File: src/rtl/imem_reader_pkg.sv
// imem_reader_pkg
//   Shared constants for the instruction-memory loader/reader: opcode
//   constants, register indices, ALU result codes and FSM state encoding.
//   Optional build macro used by the reader: IMEM_READER_PARITY_EN.
package imem_reader_pkg;

  localparam logic [6:0]  OPCODE_I = 7'b0010011;
  localparam logic [6:0]  OPCODE_R = 7'b0110011;
  localparam logic [31:0] JAL_HALT = 32'h0000_006F;
  localparam logic [31:0] NOP      = 32'h0000_0013;

  localparam logic [4:0] REG_OP1 = 5'd9;
  localparam logic [4:0] REG_OP2 = 5'd10;
  localparam logic [4:0] REG_RES = 5'd11;

  localparam logic [2:0] ALU_ADD = 3'b000;
  localparam logic [2:0] ALU_SUB = 3'b001;
  localparam logic [2:0] ALU_AND = 3'b010;
  localparam logic [2:0] ALU_OR  = 3'b011;
  localparam logic [2:0] ALU_XOR = 3'b100;
  localparam logic [2:0] ALU_SLT = 3'b101;
  localparam logic [2:0] ALU_NOP = 3'b111;

  typedef enum logic [2:0] {
    S_IDLE,
    S_REQ,
    S_WAIT,
    S_CHECK,
    S_FIN
  } state_e;

  // {funct7, funct3} -> {valid, alu code}
  function automatic logic [3:0] alu_map(input logic [9:0] f7f3);
    case (f7f3)
      {7'h00, 3'b000}: alu_map = {1'b1, ALU_ADD};
      {7'h20, 3'b000}: alu_map = {1'b1, ALU_SUB};
      {7'h00, 3'b111}: alu_map = {1'b1, ALU_AND};
      {7'h00, 3'b110}: alu_map = {1'b1, ALU_OR};
      {7'h00, 3'b100}: alu_map = {1'b1, ALU_XOR};
      {7'h00, 3'b010}: alu_map = {1'b1, ALU_SLT};
      default:         alu_map = 4'b0000;
    endcase
  endfunction

endpackage

File: src/rtl/imem_word_decode.sv
// imem_word_decode
//   Combinational check/decode of one program word according to its
//   position in the 4-word program.
//   Ports:
//     word_i  [31:0] captured instruction word
//     idx_i   [1:0]  word position (0..3)
//     pass_o         word is well formed for its position
//     field_o [7:0]  immediate (words 0/1) or zero-extended ALU code (word 2)
//   Not affected by IMEM_READER_PARITY_EN (parity is checked by the reader).
module imem_word_decode
  import imem_reader_pkg::*;
(
  input  logic [31:0] word_i,
  input  logic [1:0]  idx_i,
  output logic        pass_o,
  output logic [7:0]  field_o
);

  logic [3:0] alu_m;
  logic [4:0] rd_exp;

  always_comb begin
    pass_o  = 1'b0;
    field_o = '0;
    alu_m   = alu_map({word_i[31:25], word_i[14:12]});
    rd_exp  = (idx_i == 2'd0) ? REG_OP1 : REG_OP2;
    case (idx_i)
      2'd0, 2'd1: begin
        // addi rd, x0, imm with imm limited to 8 bits
        pass_o  = (word_i[6:0] == OPCODE_I) && (word_i[14:12] == 3'b000) &&
                  (word_i[19:15] == 5'd0) && (word_i[11:7] == rd_exp) &&
                  (word_i[31:28] == 4'h0);
        field_o = word_i[27:20];
      end
      2'd2: begin
        if (word_i == NOP) begin
          pass_o  = 1'b1;
          field_o = {5'd0, ALU_NOP};
        end else begin
          pass_o  = (word_i[6:0] == OPCODE_R) && (word_i[11:7] == REG_RES) &&
                    (word_i[19:15] == REG_OP1) && (word_i[24:20] == REG_OP2) &&
                    alu_m[3];
          field_o = {5'd0, alu_m[2:0]};
        end
      end
      default: pass_o = (word_i == JAL_HALT);
    endcase
  end

endmodule

File: src/rtl/imem_reader.sv
// imem_reader
//   Reads a 4-word program from instruction memory, checks each word and
//   decodes two immediates and an ALU code. Stops at the first bad word.
//   Ports:
//     clk_i, rst_ni        clock, async active-low reset
//     start_i              one-cycle request (accepted only when idle)
//     imem_re_o/addr_o     read request, byte address BASE_ADDR+4*idx
//     imem_rdata_i         read data, valid RD_LAT cycles after imem_re_o
//     imem_rparity_i       even parity of imem_rdata_i (IMEM_READER_PARITY_EN only)
//     op1_o, op2_o         immediates of words 0 and 1
//     alu_op_o             ALU code of word 2
//     busy_o, done_o       in progress / one-cycle completion pulse
//     error_o, err_idx_o   program malformed, index of first failing word
//   Build option: define IMEM_READER_PARITY_EN to add the parity input/check.
module imem_reader
  import imem_reader_pkg::*;
#(
  parameter int          RD_LAT    = 1,
  parameter logic [31:0] BASE_ADDR = 32'h0
) (
  input  logic        clk_i,
  input  logic        rst_ni,
  input  logic        start_i,
  output logic        imem_re_o,
  output logic [31:0] imem_addr_o,
  input  logic [31:0] imem_rdata_i,
`ifdef IMEM_READER_PARITY_EN
  input  logic        imem_rparity_i,
`endif
  output logic [7:0]  op1_o,
  output logic [7:0]  op2_o,
  output logic [2:0]  alu_op_o,
  output logic        busy_o,
  output logic        done_o,
  output logic        error_o,
  output logic [1:0]  err_idx_o
);

  localparam logic [1:0] LAT_LAST = 2'(RD_LAT - 1);

  state_e      state_q;
  logic [1:0]  idx_q, idx_d;
  logic [1:0]  lat_q;
  logic [31:0] word_q;
  logic        re_q;
  logic [31:0] addr_q;
  logic [7:0]  op1_q, op2_q;
  logic [2:0]  alu_q;
  logic        busy_q, done_q, err_q;
  logic [1:0]  eidx_q;
  logic        dec_pass, pass_d;
  logic [7:0]  dec_field;

  imem_word_decode u_dec (
    .word_i  (word_q),
    .idx_i   (idx_q),
    .pass_o  (dec_pass),
    .field_o (dec_field)
  );

`ifdef IMEM_READER_PARITY_EN
  logic par_q;
  // a parity mismatch fails the word regardless of its contents
  assign pass_d = dec_pass && (par_q == ^word_q);
`else
  assign pass_d = dec_pass;
`endif

  assign idx_d = idx_q + 2'd1;

  always_ff @(posedge clk_i or negedge rst_ni) begin
    if (!rst_ni) begin
      state_q <= S_IDLE;
      idx_q   <= '0;
      lat_q   <= '0;
      word_q  <= '0;
      re_q    <= 1'b0;
      addr_q  <= '0;
      op1_q   <= '0;
      op2_q   <= '0;
      alu_q   <= '0;
      busy_q  <= 1'b0;
      done_q  <= 1'b0;
      err_q   <= 1'b0;
      eidx_q  <= '0;
`ifdef IMEM_READER_PARITY_EN
      par_q   <= 1'b0;
`endif
    end else begin
      done_q <= 1'b0;
      case (state_q)
        S_IDLE: begin
          if (start_i) begin
            idx_q   <= '0;
            op1_q   <= '0;
            op2_q   <= '0;
            alu_q   <= '0;
            err_q   <= 1'b0;
            eidx_q  <= '0;
            busy_q  <= 1'b1;
            re_q    <= 1'b1;
            addr_q  <= BASE_ADDR;
            state_q <= S_REQ;
          end
        end
        S_REQ: begin
          re_q    <= 1'b0;
          addr_q  <= '0;
          lat_q   <= LAT_LAST;
          state_q <= S_WAIT;
        end
        S_WAIT: begin
          if (lat_q == 2'd0) begin
            word_q  <= imem_rdata_i;
`ifdef IMEM_READER_PARITY_EN
            par_q   <= imem_rparity_i;
`endif
            state_q <= S_CHECK;
          end else begin
            lat_q <= lat_q - 2'd1;
          end
        end
        S_CHECK: begin
          if (pass_d) begin
            case (idx_q)
              2'd0:    op1_q <= dec_field;
              2'd1:    op2_q <= dec_field;
              2'd2:    alu_q <= dec_field[2:0];
              default: ;
            endcase
            if (idx_q == 2'd3) begin
              done_q  <= 1'b1;
              busy_q  <= 1'b0;
              state_q <= S_FIN;
            end else begin
              idx_q   <= idx_d;
              re_q    <= 1'b1;
              addr_q  <= BASE_ADDR + {28'd0, idx_d, 2'b00};
              state_q <= S_REQ;
            end
          end else begin
            err_q   <= 1'b1;
            eidx_q  <= idx_q;
            done_q  <= 1'b1;
            busy_q  <= 1'b0;
            state_q <= S_FIN;
          end
        end
        S_FIN:   state_q <= S_IDLE;
        default: state_q <= S_IDLE;
      endcase
    end
  end

  assign imem_re_o   = re_q;
  assign imem_addr_o = addr_q;
  assign op1_o       = op1_q;
  assign op2_o       = op2_q;
  assign alu_op_o    = alu_q;
  assign busy_o      = busy_q;
  assign done_o      = done_q;
  assign error_o     = err_q;
  assign err_idx_o   = eidx_q;

endmodule
File: config.mk
export PLATFORM = sky130hd
export DESIGN_NAME = imem_reader
export DESIGN_NICKNAME = d
export VERILOG_FILES = /design/src/rtl/imem_reader_pkg.sv /design/src/rtl/imem_word_decode.sv /design/src/rtl/imem_reader.sv
export SDC_FILE = /design/constraint.sdc
export NUM_CORES = 1
export LEC_CHECK = 0
export CORE_MARGIN = 2
export CORE_UTILIZATION = 45
export DETAILED_ROUTE_END_ITERATION = 10
export GPL_TIMING_DRIVEN = 0
export PLACE_DENSITY = 0.82
export SYNTH_ARGS = -nofsm -noshare
export SYNTH_HDL_FRONTEND = slang
export SYNTH_SLANG_ARGS = --single-unit
File: constraint.sdc
create_clock -name clk_i -period 2.64 [get_ports clk_i]
set_clock_uncertainty 0.1 [all_clocks]
set_input_delay 0.66 -clock clk_i [delete_from_list [all_inputs] [get_ports clk_i]]
set_output_delay 0.66 -clock clk_i [all_outputs]
set_load 0.05 [all_outputs]
==> flow_summary.ini, run 1 <==
[timing]
final-setup-viol-count = 0
slew_headroom_pct = 44.6
finalCritPeriodShare_pct = 97.9
slew_viol_final = 0
fin_hold_ws_ns = 0.305
fin_tns_setup_ns = 0
hold_viol_final = 0
fmax_ghz = 0.387
rsz0062_at_grt = true
period_minus_slack_ns = 2.59
worst_slew_pin_slew_ns = 0.831

[route]
wl_met2_mm = 4.03
drt_iter0_markers = 338
ant_nets = 0
route.met3.wl_um = 723
drc = 0
top_layer = met4
wl_mm = 8.79
vias_per_cell = 5.50
vias = 3173
drt-met1-wl_mm = 3.75
drtPass1Iterations = 5
wl_per_cell_um = 15.2

[min_path]
min_path_type = input pin to asynchronous set/reset pin

[yosys]
syn-mean-instance-area_um2 = 10.3
ys_seq_elements = 66
synth_top_area_share_pct = 45.3
syn_area_mm2 = 0.00364
synth_cell_types = 58
synth_ff_type = dfrtp_1
synth_area_leaders = dfrtp_1 45%, mux2_2 9.6%, buf_4 6.2%, nand2_1 3.2%, nand4_1 2.6%
synth_warnings = 0
yosysTopAreaCell = dfrtp_1
synthTopCellsByCount = 66 x dfrtp_1, 31 x mux2_2, 31 x nand2_1
async_flop_share_pct = 100
synth.most_common_cell = dfrtp_1
ys_seq_area_share_pct = 45.3
netlist_instances = 355
synth_enable_flop_cells = 0

[cts]
clkLatencyLatePin_ns = 0.35
cts_sinks = 66
clk_pin_slew_ns = 0.07
htree_levels = 3
cts_hold_buf = 0
clock-root-buffer = clkbuf_8
clock_path_buffers = 2
cts_tree = yes
cts_buffers = 9

[floorplan]
io_pins = 92
start_util_pct = 46.9
fp-row-count = 32
core-area_mm2 = 0.00777
fp.dieH_um = 94.0
die_area_mm2 = 0.00883
die_w_um = 94.0

[cells_and_area]
diodes = 0
multi_input_area_mm2 = 0.00186
fillCellCount = 608
seqCellArea_mm2 = 0.00165
final_area_mm2 = 0.00489
drive_above_1_share_pct = 25.9
syn_to_final_growth_pct = 34.2
nets = 511

[placement]
gp_congestion = 0.924
dp_hpwl_mm = 6.21
postPlaceCellArea_mm2 = 0.00449
port_buffers = 61

[global_routing]
grt_max_degree = 67
first_global_vias = 2938
grt_antenna_before_repair = 0
grt.total_usage_pct = 20.0
grt_overflow = 0
grt_first_pass_wirelength_mm = 13.8

[worst_setup_path]
cp.required_ns = 2.77
critPathCaptureType = flop
cp.arrival_ns = 2.71
start_kind = flop
critical_path_class = flop to flop
reg2reg_to = op2_o[2]$_DFFE_PN0P_
path_max_fanout = 7
r2r_start = idx_q[1]$_DFFE_PN0P_
r2r_setup_slack_ns = 0.05
rr_worst_depth = 9

[power_and_ir_drop]
p_total_mw = 4.47
worst_ir_drop_vdd_mv = 0.488
cellPowerDensity_mw_per_mm2 = 913
p_leak_nw = 2.14

[flow_run]
drv_cap = 0

[status]
status = completed
stage by stage:
| stage | util (%) | setup slack (ns) | std cells |
|---|---|---|---|
| detailed placement | 57.8 | -0.133 | 547 |
| CTS | 60.6 | 0.00428 | 566 |
| floorplan | - | 0.170 | 384 |
| global route | 63.0 | -0.0222 | 577 |
| finish | 63.0 | 0.0547 | 577 |
| global placement | 57.8 | -1.27 | 547 |
power breakdown:
group / internal, mW / leakage [nW] / switching, mW
Sequential: 1.37 / 0.807 / 0.324
Combinational: 0.839 / 1.24 / 1.11
Clock: 0.433 / 0.0893 / 0.396
Total: 2.64 / 2.14 / 1.83
registers in the layout, summed over array words and instances, names as in the netlist, 2 cells and up:
| register | flops |
|---|---|
| alu_op_o | 3 |
| err_idx_o | 2 |
| idx_q | 2 |
| imem_addr_o | 2 |
| lat_q | 2 |
| op1_o | 8 |
| op2_o | 8 |
| state_q | 3 |
| word_q | 32 |
what timing repair did:
action,4_1_cts,5_1_grt
endpoints found under the setup margin,21,43
setup buffers,3,8
pin swaps,0,6
gates resized for setup,4,26
cloned,0,3
metal layers:
metal	track usage (%)	vias to the layer above
li1	-	1471
met1	26.2	1473
met2	32.0	197
met3	4.90	32
met4	8.09	0
met5	0	-
cells in the final DEF, fill, tap and decap left out, drive strengths merged, types with 5 or more instances in the layout:
cell type,count
nand2,31
o21ai,9
dfrtp,66
conb,30
o31ai,6
nand4,15
nor3,19
buf,52
inv,8
mux2,31
a41o,5
mux2i,5
nor2,18
clkdlybuf4s50,60
nor4b,7
ha,6
a21oi,5
nand3,17
clkbuf,22
layout make-up:
class                           count  share of cell area [%]
Sequential cell                    66                    33.8
Timing Repair Buffer               74                    14.4
Multi-Input combinational cell    262                    38.1
Clock inverter                      5                    1.13
Buffer                             49                    6.68
Inverter                            8                   0.614
Tap cell                          102                    2.61
Clock buffer                       11                    2.69
cell families after synthesis:
family	count (synthesis)	synth area share, %
buffers and inverters	57	9.48
adders and majority gates	6	2.06
xor gates and xnor gates	2	0.481
other	1	0.103
muxes	36	11.0
AOI/OAI and AO/OA	47	10.3
DFF	66	45.3
and+or+nand+nor	140	21.3
worst max-delay path, stage by stage, from the launching register on:
cell and delay, ns:
dfrtp_1 0.43, inv_2 0.10, ha_4 0.18, or4bb_4 0.52, a211oi_4 0.31, a31oi_4 0.09, o32a_1 0.24, buf_6 0.16
o31ai_2 0.26, nor3_1 0.09
how the worst max path moves through the flow:
stage / start / end / slack (ns) / cells after the start
CTS: idx_q[1]$_DFFE_PN0P_ / op1_o[0]$_DFFE_PN0P_ / 0.004 / 9
detailed placement: idx_q[0]$_DFFE_PN0P_ / op1_o[0]$_DFFE_PN0P_ / -0.13 / 9
global placement: rst_ni / busy_o$_DFFE_PN0P_ / -1.27 / 1
global route: idx_q[1]$_DFFE_PN0P_ / op2_o[2]$_DFFE_PN0P_ / -0.02 / 9
finish: idx_q[1]$_DFFE_PN0P_ / op2_o[2]$_DFFE_PN0P_ / 0.05 / 9
floorplan: idx_q[0]$_DFFE_PN0P_ / op2_o[1]$_DFFE_PN0P_ / 0.17 / 9
Note: power is estimated with default switching activity, not from simulation.
==> inputs of run 2 (changes only) <==
--- a/config.mk
+++ b/config.mk
@@ -6,10 +6,12 @@
 export NUM_CORES = 1
 export LEC_CHECK = 0
 export CORE_MARGIN = 2
-export CORE_UTILIZATION = 45
+export CORE_UTILIZATION = 50
+export CTS_CLUSTER_SIZE = 12
 export DETAILED_ROUTE_END_ITERATION = 10
+export DONT_BUFFER_PORTS = 1
 export GPL_TIMING_DRIVEN = 0
-export PLACE_DENSITY = 0.82
+export PLACE_DENSITY = 0.73
 export SYNTH_ARGS = -nofsm -noshare
 export SYNTH_HDL_FRONTEND = slang
 export SYNTH_SLANG_ARGS = --single-unit
==> run 2 against run 1 <==
Register-to-register slack better by 0.02 ns. Largest cell class unchanged. Critical path depth shrank 2. Worst setup slack gained 0.017 ns. Final cell count decreased by 12%. Via count fell by 13%.
==> flow_summary.ini, run 2 (same netlist as run 1, synthesis figures left out) <==
[cells_and_area]
nets = 444
drive_above_1_share_pct = 26.5
final_core_util_pct = 59.1
fin_cells = 507
final_common_cell = dfrtp_1
largest_reg_flops = 32
top_register = word_q
syn_to_final_growth_pct = 15.7
layout_common_cells = 65 x dfrtp_1, 39 x buf_4, 31 x nand2_1, 31 x mux2_2, 30 x conb_1
diodes = 0

[floorplan]
die_w_um = 89.4
fp.dieH_um = 89.4
fp-row-count = 31
core-area_mm2 = 0.00714
start_util_pct = 51.1
io_pins = 92
die_area_mm2 = 0.00799

[worst_setup_path]
cp.required_ns = 2.75
critPathCaptureType = flop
start_kind = flop
critical_path_class = flop to flop
path_max_fanout = 10
cp.arrival_ns = 2.68

[global_routing]
grt.total_usage_pct = 21.6
grt_max_degree = 67
grt_first_pass_wirelength_mm = 13.1
grt_overflow = 0
grt_antenna_before_repair = 0
first_global_vias = 2720

[route]
wl_mm = 8.17
vias = 2767
drc = 0
vias_per_cell = 5.46
drtPass1Iterations = 4
wl_per_cell_um = 16.1
drt_iter0_markers = 170
ant_nets = 0

[power_and_ir_drop]
p_clk_share_pct = 21.2
power_switching_share_pct = 40.0
p_total_mw = 4.33
worst_ir_drop_vdd_mv = 0.614
pwr-share-seq_pct = 44.8
power.internal_mw = 2.60
p_leak_nw = 1.89
cellPowerDensity_mw_per_mm2 = 1030
combPwrFrac_pct = 34.0
p_switching_mw = 1.73

[cts]
clock-root-buffer = clkbuf_8
cts_buffers = 9
clock_path_buffers = 2
clkLatencyLatePin_ns = 0.34
clk_pin_slew_ns = 0.07
htree_levels = 3
cts_sinks = 66
cts_tree = yes

[placement]
gp_congestion = 0.871
dpl.cell_count = 483
dp_hpwl_mm = 6.02
dp_slack_ns = -0.170
port_buffers = 0

[timing]
finalCritPeriodShare_pct = 97.3
worst_slew_pin_slew_ns = 0.776
fin_tns_setup_ns = 0
slew_viol_final = 0
final-setup-viol-count = 0
worst_slack_ns = 0.0720
hold_viol_final = 0
period_minus_slack_ns = 2.57
slew_headroom_pct = 47.9
fmax_ghz = 0.389

[flow_run]
drv_cap = 0

[status]
status = completed

[min_path]
min_path_type = input pin to asynchronous set/reset pin
run 2: changes by cell type in the layout (fill, tap and decap cells not counted), moves of 2 or more:
| cell | delta |
|---|---|
| clkinv_2 | -2 |
| clkbuf_1 | +2 |
| o31ai_2 | -2 |
| buf_4 | -5 |
| o31ai_1 | +2 |
| clkinvlp_4 | -2 |
| clkdlybuf4s50_1 | -60 |
run 2: metrics by stage:
| step | hold WS, ns | area (um^2) |
|---|---|---|
| after floorplan | 0.264 | 3750 |
| after global placement | 0.266 | 3880 |
| after detailed placement | 0.267 | 3880 |
| after CTS | 0.0945 | 4180 |
| after global routing | 0.0989 | 4220 |
| final | 0.0826 | 4220 |
run 2: worst paths after layout:
kind	start	endpoint	slack, ns	cells after the start
max in group asynchronous	rst_ni	alu_op_o[2]$_DFFE_PN0P_	2.07	1
max reg2reg	word_q[29]$_DFFE_PN0P_	op1_o[1]$_DFFE_PN0P_	0.07	7
min in group clk_i	imem_rdata_i[13]	word_q[13]$_DFFE_PN0P_	0.34	2
max	word_q[29]$_DFFE_PN0P_	op1_o[1]$_DFFE_PN0P_	0.07	7
min	rst_ni	lat_q[1]$_DFFE_PN0P_	0.08	1
min reg2reg	word_q[1]$_DFFE_PN0P_	word_q[1]$_DFFE_PN0P_	0.41	1
run 2: repair_timing:
action	in CTS	in global routing
hold endpoints to repair	66	0
setup buffers	5	2
resized for setup	7	11
hold buffers	1	0
setup endpoints to repair	25	44
gates cloned	0	0
pin swaps	2	3
run 2: area by class of cell:
type                            count  area [um^2]
Inverter                            8         30.0
Fill cell                         639         2920
Timing Repair Buffer                8         80.1
Tap cell                           99          124
Multi-Input combinational cell    261         1790
Clock buffer                       14          153
Sequential cell                    66         1650
Clock inverter                      2         60.1
Buffer                             49          323
run 2: critical path, cell delays in order (launching register included):
cell and delay (ns):
dfrtp_1 0.40, or4_1 0.62, and4b_2 0.37, a31oi_2 0.16
o32a_1 0.25, buf_6 0.16, o31ai_1 0.28, nor3_1 0.10
run 2: metal layers:
| metal | track usage (%) | share of wire, % | vias to the layer above |
|---|---|---|---|
| li1 | - | - | 1324 |
| met1 | 26.8 | 42 | 1334 |
| met2 | 34.5 | 48 | 100 |
| met3 | 9.51 | 8.6 | 9 |
| met4 | 5.97 | 1.0 | 0 |
| met5 | 0 | 0 | - |
run 2: power by group through the flow:
stage | Clock (mW) | Combinational [mW] | Sequential [mW]
2_1_floorplan | 0 | 1.21 | 1.85
3_3_place_gp | 0 | 1.37 | 1.93
3_5_place_dp | 0 | 1.42 | 1.96
4_1_cts | 0.938 | 1.46 | 1.94
5_1_grt | 0.986 | 1.62 | 2.00
6_report | 0.917 | 1.47 | 1.94
==> inputs of run 3 (changes only) <==
--- a/config.mk
+++ b/config.mk
@@ -10,7 +10,6 @@
 export CTS_CLUSTER_SIZE = 12
 export DETAILED_ROUTE_END_ITERATION = 10
 export DONT_BUFFER_PORTS = 1
-export GPL_TIMING_DRIVEN = 0
 export PLACE_DENSITY = 0.73
 export SYNTH_ARGS = -nofsm -noshare
 export SYNTH_HDL_FRONTEND = slang
==> run 3 against run 2 <==
First-iteration DRC count fell by 16%. Power shrank 6.7%. Clock-buffer cell count down 3. Largest power group unchanged. Largest cell class unchanged. Critical path depth is 2 higher. Global-route usage is 1.6 points lower. Fmax increased by 1.6%. Sequential power up 2%. Final area is 8.4% lower. Clock power shrank 26%.
==> flow_summary.ini, run 3 (same netlist as run 1, synthesis figures left out) <==
[timing]
hold_viol_final = 0
rsz0062_at_grt = false
slew_headroom_pct = 62.8
fin_hold_ws_ns = 0.101
fmax_ghz = 0.396
finalCritPeriodShare_pct = 95.7
final-setup-viol-count = 0
period_minus_slack_ns = 2.53
slew_viol_final = 0
fin_tns_setup_ns = 0
worst_slew_pin_slew_ns = 0.552

[power_and_ir_drop]
cellPowerDensity_mw_per_mm2 = 1050
p_clk_share_pct = 16.7
power.internal_mw = 2.36
p_leak_nw = 1.68
worst_ir_drop_vdd_mv = 0.583
p_switching_mw = 1.68
power_switching_share_pct = 41.7
pwr-share-seq_pct = 49.0
combPwrFrac_pct = 34.3

[floorplan]
fp.dieH_um = 89.4
start_util_pct = 51.1
die_area_mm2 = 0.00799
fp-row-count = 31
die_w_um = 89.4
io_pins = 92
core-area_mm2 = 0.00714

[global_routing]
first_global_vias = 2302
grt_max_degree = 67
grt.total_usage_pct = 20.0
grt_antenna_before_repair = 0
grt_overflow = 0
grt_first_pass_wirelength_mm = 12.0

[worst_setup_path]
reg2reg_to = op1_o[3]$_DFFE_PN0P_
critPathCaptureType = flop
r2r_setup_slack_ns = 0.11
start_kind = flop
critical_path_class = flop to flop
r2r_start = idx_q[1]$_DFFE_PN0P_
rr_worst_depth = 9
path_max_fanout = 15
cp.arrival_ns = 2.66
cp.required_ns = 2.77

[cells_and_area]
layout_common_cells = 65 x dfrtp_1, 31 x nand2_1, 31 x mux2_2
drive_above_1_share_pct = 20.2
nets = 401
largest_reg_flops = 32
final_common_cell = dfrtp_1
syn_to_final_growth_pct = 6.01
top_register = word_q
diodes = 0
fillCellCount = 662

[cts]
htree_levels = 3
clock-root-buffer = clkbuf_8
clock_path_buffers = 2
cts_sinks = 66
clk_pin_slew_ns = 0.06
cts_tree = yes
clkLatencyLatePin_ns = 0.34
cts_buffers = 9

[route]
vias = 2652
drt_iter0_markers = 143
wl_mm = 7.70
drc = 0
drtPass1Iterations = 5
vias_per_cell = 5.77
ant_nets = 0
wl_per_cell_um = 16.7

[placement]
dp_hpwl_mm = 5.70
port_buffers = 0
gp_congestion = 0.910

[status]
status = completed

[flow_run]
drv_cap = 0

[min_path]
min_path_type = input pin to asynchronous set/reset pin
run 3: cell count changes in the layout (fill, tap and decap cells not counted), sizes merged:
cell / before / now
clkinv: 0 / 1
buf: 46 / 14
clkbuf: 25 / 11
bufinv: 2 / 0
run 3: worst max-delay path: stages (launching register included):
cell and delay, ns:
dfrtp_1 0.38, inv_1 0.10, ha_1 0.24, or4bb_1 0.52, a211oi_2 0.29, a31oi_2 0.11
o32ai_4 0.17, buf_6 0.21, o21ai_0 0.10, a41o_1 0.20
run 3: metrics by stage:
step / std cells / util [%] / cell area (um^2) / total power [mW] / worst slack [ns]
after floorplan: 384 / - / 3750 / 3.06 / 0.170
after global placement: 447 / 51.3 / 3660 / 3.28 / 0.0912
after detailed placement: 447 / 51.3 / 3660 / 3.35 / -0.0387
after CTS: 460 / 53.8 / 3840 / 4.06 / 0.0384
after global routing: 460 / 54.1 / 3860 / 4.30 / 0.0140
final: 460 / 54.1 / 3860 / 4.04 / 0.113
run 3: layout make-up:
type / count / area, um^2 / share of cell area, %
sequential: 66 / 1650 / 42.8
clock inverter: 1 / 5.00 / 0.130
clock buffer: 11 / 141 / 3.66
timing repair buffer: 14 / 133 / 3.43
multi-input combinational: 261 / 1780 / 46.0
tap: 99 / 124 / 3.21
inverter: 8 / 30.0 / 0.777
run 3: power groups by stage:
stage | Sequential (mW) | Clock (mW) | Combinational, mW
2_1_floorplan | 1.85 | 0 | 1.21
3_3_place_gp | 1.97 | 0 | 1.30
3_5_place_dp | 2.00 | 0 | 1.35
4_1_cts | 1.98 | 0.704 | 1.38
5_1_grt | 2.04 | 0.745 | 1.52
6_report | 1.98 | 0.674 | 1.39
run 3: worst max-delay path by stage:
stage,slack (ns),depth (start not counted),to,from
6_report,0.11,9,op1_o[3]$_DFFE_PN0P_,idx_q[1]$_DFFE_PN0P_
5_1_grt,0.01,9,op1_o[3]$_DFFE_PN0P_,idx_q[1]$_DFFE_PN0P_
4_1_cts,0.04,8,op1_o[1]$_DFFE_PN0P_,idx_q[0]$_DFFE_PN0P_
3_5_place_dp,-0.04,8,op1_o[1]$_DFFE_PN0P_,idx_q[0]$_DFFE_PN0P_
3_3_place_gp,0.09,8,op1_o[1]$_DFFE_PN0P_,idx_q[0]$_DFFE_PN0P_
2_1_floorplan,0.17,9,op2_o[1]$_DFFE_PN0P_,idx_q[0]$_DFFE_PN0P_
run 3: repair_timing:
| item | CTS | global route |
|---|---|---|
| setup buffers | 0 | 0 |
| setup endpoints to repair | 8 | 14 |
| hold endpoints to repair | 66 | 0 |
| cloned | 0 | 0 |
| pin swaps | 0 | 1 |
| gates resized for setup | 1 | 8 |
| hold buffers | 1 | 0 |
run 3: metal layers:
layer | track usage [%] | part of all wire [%]
met5 | 0 | 0
met4 | 4.88 | 0.88
met3 | 8.49 | 8.7
met2 | 30.9 | 47
met1 | 26.2 | 43
